`src/rtl/magnitude_comparator_seq.sv`:
```
// Bit-serial magnitude comparator: scans operands MSB-first, one bit per clock,
// stopping at the first differing bit. Supports unsigned or two's-complement operands.
module magnitude_comparator_seq #(
  parameter int WIDTH  = 8,
  parameter bit SIGNED = 1'b0
) (
  input  logic             clk,
  input  logic             rst_n,
  input  logic             start,
  input  logic [WIDTH-1:0] a,
  input  logic [WIDTH-1:0] b,
  output logic             busy,
  output logic             done,
  output logic             gt,
  output logic             lt,
  output logic             eq
);

  localparam int IW = $clog2(WIDTH);

  typedef enum logic {IDLE, SCAN} state_t;

  state_t           state;
  logic [WIDTH-1:0] a_q;
  logic [WIDTH-1:0] b_q;
  logic [IW-1:0]    idx;
  logic             bit_a;
  logic             bit_b;
  logic             sign_bit;

  // In a signed compare the MSB carries negative weight, so its polarity is reversed.
  always_comb begin
    bit_a    = a_q[idx];
    bit_b    = b_q[idx];
    sign_bit = (SIGNED != 1'b0) && (idx == IW'(WIDTH - 1));
  end

  always_ff @(posedge clk or negedge rst_n) begin
    if (!rst_n) begin
      state <= IDLE;
      a_q   <= '0;
      b_q   <= '0;
      idx   <= '0;
      busy  <= 1'b0;
      done  <= 1'b0;
      gt    <= 1'b0;
      lt    <= 1'b0;
      eq    <= 1'b0;
    end else begin
      done <= 1'b0;
      case (state)
        IDLE: begin
          if (start) begin
            a_q   <= a;
            b_q   <= b;
            idx   <= IW'(WIDTH - 1);
            gt    <= 1'b0;
            lt    <= 1'b0;
            eq    <= 1'b0;
            busy  <= 1'b1;
            state <= SCAN;
          end
        end
        SCAN: begin
          if (bit_a != bit_b) begin
            gt    <= sign_bit ? bit_b : bit_a;
            lt    <= sign_bit ? bit_a : bit_b;
            done  <= 1'b1;
            busy  <= 1'b0;
            state <= IDLE;
          end else if (idx == '0) begin
            eq    <= 1'b1;
            done  <= 1'b1;
            busy  <= 1'b0;
            state <= IDLE;
          end else begin
            idx <= idx - IW'(1);
          end
        end
        default: state <= IDLE;
      endcase
    end
  end

endmodule

```
`config.mk`:
```
export PLATFORM = sky130hd
export DESIGN_NAME = magnitude_comparator_seq
export DESIGN_NICKNAME = d
export VERILOG_FILES = /design/src/rtl/magnitude_comparator_seq.sv
export SDC_FILE = /design/constraint.sdc
export NUM_CORES = 1
export LEC_CHECK = 0
export CORE_MARGIN = 4
export CORE_UTILIZATION = 35
export DETAILED_ROUTE_END_ITERATION = 6
export PLACE_DENSITY = 0.68
export SLEW_MARGIN = 20
export SYNTH_ARGS = -nofsm -noshare
export SYNTH_HDL_FRONTEND = slang
export SYNTH_SLANG_ARGS = --single-unit
```
`constraint.sdc`:
```
create_clock -name clk -period 2.4 [get_ports clk]
set_input_delay 0.36 -clock clk [delete_from_list [all_inputs] [get_ports clk]]
set_output_delay 0.36 -clock clk [all_outputs]
set_load 0.02 [all_outputs]
```
==> run_results.csv <==
group,metric,value,unit
synthesis,synthAdderAreaFrac,2.12,%
timing,holdWs,0.392,ns
timing,hold_viol,0,
hold_path,hp-class,"in -> async",
global_route,grt_util_all_layers,10.8,%
setup_path,reg2regPathDepth,5,
finish,diodes,0,
global_route,grt_pass1_vias,756,
synthesis,synth-compound-area-share,5.51,%
setup_path,endpoint_kind,"register",
route,dr.first_iter.drc_count,40,
cts,htree_levels,1,
cts,post_cts_buffers,0,
cts,cts_root_buf,"clkbuf_4",
finish,layout_common_cells,"dfrtp_1 (25), clkdlybuf4s50_1 (23), mux2_2 (17), nor2_1 (7), o21ai_0 (6)",
cts,cts_buffers,3,
floorplan,ioPinCount,24,
synthesis,synth_simple_gate_area_share,6.99,%
setup_path,cp.required,2.64,ns
route,vias_per_cell,4.95,
global_route,grt_overflow,0,
route,drtAntennaViolNets,0,
floorplan,die_h,66.1,µm
route,drc,0,
route,wirelength,2.09,mm
timing,finalCritPeriodShare,93.9,%
timing,finClkSkew,0.00367,ns
setup_path,startpoint_type,"register",
placed_design,post-dp-hpwl,1.60,mm
placed_design,io_buffers,23,
setup_path,arrival,2.49,ns
floorplan,dieArea,0.00437,mm²
power_and_ir_drop,leakage,0.630,nW
run,cap_viol_max_count,0,
synthesis,synth_top_family_by_area,"multiplexers",
setup_path,critPathKind,"reg -> reg",
finish,layout_commonest_cell,"dfrtp_1",
synthesis,yosysWarnings,0,
finish,drive_gt1_share,22.1,%
setup_path,cp_max_fo,8,
timing,finalSetupTns,0,ns
synthesis,yosysTopAreaCell,"dfrtp_1",
synthesis,ys_types,23,
floorplan,die_w,66.1,µm
global_route,antenna_found_initial,0,
cts,clkSlewWorstSetupHoldPaths,0.12,ns
timing,maxSlewViolCount,0,
power_and_ir_drop,power_density,1260,mW/mm²
cts,cts_buffer_depth,2,
cts,cts_resized,0,
run_status,status,"finished clean",
timing,period_needed,2.25,ns
finish,syn2layout_area_growth,26.8,%
route,routedWlPerCell,13.3,µm
synthesis,netlist_area,0.00118,mm²
floorplan,start_util,37.8,%
finish,nets,135,
timing,rsz0062_at_grt,"no",
cts,cts-hold-fix-buffers,0,
synthesis,ys_seq_elements,25,
synthesis,synthCells,88,
floorplan,rows,20,
synthesis,synth_top_area_share,53.0,%
timing,maxSlewHeadroom,77.6,%
power_and_ir_drop,ir_worst_vdd,0.000442,V
global_route,grt_pass1_wl,3.54,mm
cts,clock_latency,0.31,ns
timing,setup_viol,0,
finish,layoutNonFillerInstCount,157,
placed_design,placedCellCount,153,
placed_design,place_congestion,0.711,
cts,cts_tree,"yes",
timing,tightest_slew,0.335,ns
route,via_count,777,
timing,timing.fmax,444,MHz
synthesis,synth_seq_area_share,53.0,%
synthesis,syn-num-nets,109,
cts,clkSinkCount,25,
synthesis,synth.avg_cell_area,13.4,µm²
finish,postLayoutCoreUtil,47.9,%
route,drt_first_pass_iters,4,
synthesis,synthMuxAreaShare,27.9,%
floorplan,coreArea,0.00313,mm²
global_route,grt_max_degree,26,
synthesis,synthTopCellsByArea,"dfrtp_1 (53%), mux2_2 (16%), mux4_1 (8.9%), o21ai_0 (2.5%), nor2_1 (2.2%)",
synthesis,synthXorXnorAreaFrac,1.38,%
[synthesized netlist by cell type]
cell type and number:
inv_1 4, nand2_1 4, o21a_1 2, or3_1 1, mux2i_4 1, nand3_1 1, o21ai_0 6, a22o_1 1
mux2_2 17, or2_2 1, nor2b_1 1, nand3b_1 1, a21oi_1 1, mux2i_1 1, nor2_1 7, a31oi_1 1
nor3_1 2, mux4_1 4, dfrtp_1 25, buf_6 1, clkbuf_1 3, xnor2_2 1, ha_1 2
[final timing paths]
path                       slack [ns]    from      to
max                              0.15  idx[0]  idx[0]
min                              0.39   rst_n      lt
max reg2reg                      0.15  idx[0]  idx[0]
min reg2reg                      0.51    busy    busy
max in group asynchronous        1.76   rst_n  b_q[6]
min in group clk                 0.51    busy    busy
[report_power, final]
part | internal (mW) | switching (mW) | total [mW] | leakage [nW]
logic | 0.530 | 0.407 | 0.937 | 0.321
registers | 0.621 | 0.145 | 0.767 | 0.293
clock network | 0.0649 | 0.112 | 0.177 | 0.0150
[registers in the layout, indices dropped and copies added, names as in the netlist]
| register | cells |
|---|---|
| a_q | 8 |
| state | 1 |
| lt | 1 |
| busy | 1 |
| gt | 1 |
| b_q | 8 |
| idx | 3 |
| eq | 1 |
| done | 1 |
[final cells by class]
| cell class | count | area, µm² |
|---|---|---|
| Clock buffer | 4 | 26.3 |
| Fill cell | 295 | 1630 |
| Inverter | 4 | 15.0 |
| Multi-Input combinational cell | 55 | 518 |
| Sequential cell | 25 | 626 |
| Tap cell | 44 | 55.1 |
| Timing Repair Buffer | 25 | 258 |
[critical path, stage by stage, from the launching register on]
cell	delay, ns
dfrtp_1	0.54
mux4_1	0.59
mux2_2	0.33
xnor2_2	0.19
or3_1	0.37
a31oi_1	0.16
[per-stage QoR]
stage	worst slack (ns)	cell area [µm²]	total power, mW
after global routing	0.0614	1500	2.03
final	0.146	1500	1.88
after detailed placement	0.174	1470	1.73
after floorplan	0.383	1180	1.48
after global placement	0.250	1470	1.68
after CTS	0.143	1500	1.91
[cell families after synthesis]
family / Yosys count
flops: 25
compound gates: 11
mux: 23
buf+inv: 8
simple gates: 18
fa+ha+maj: 2
xor+xnor: 1
[layer usage]
metal	wire length, µm	vias up	global-route usage, %
met1	885	385	14.0
met4	12	0	2.28
met5	0	-	0
li1	-	364	-
met3	134	2	4.59
met2	1050	26	16.7
Note: power is estimated with default switching activity, not from simulation.
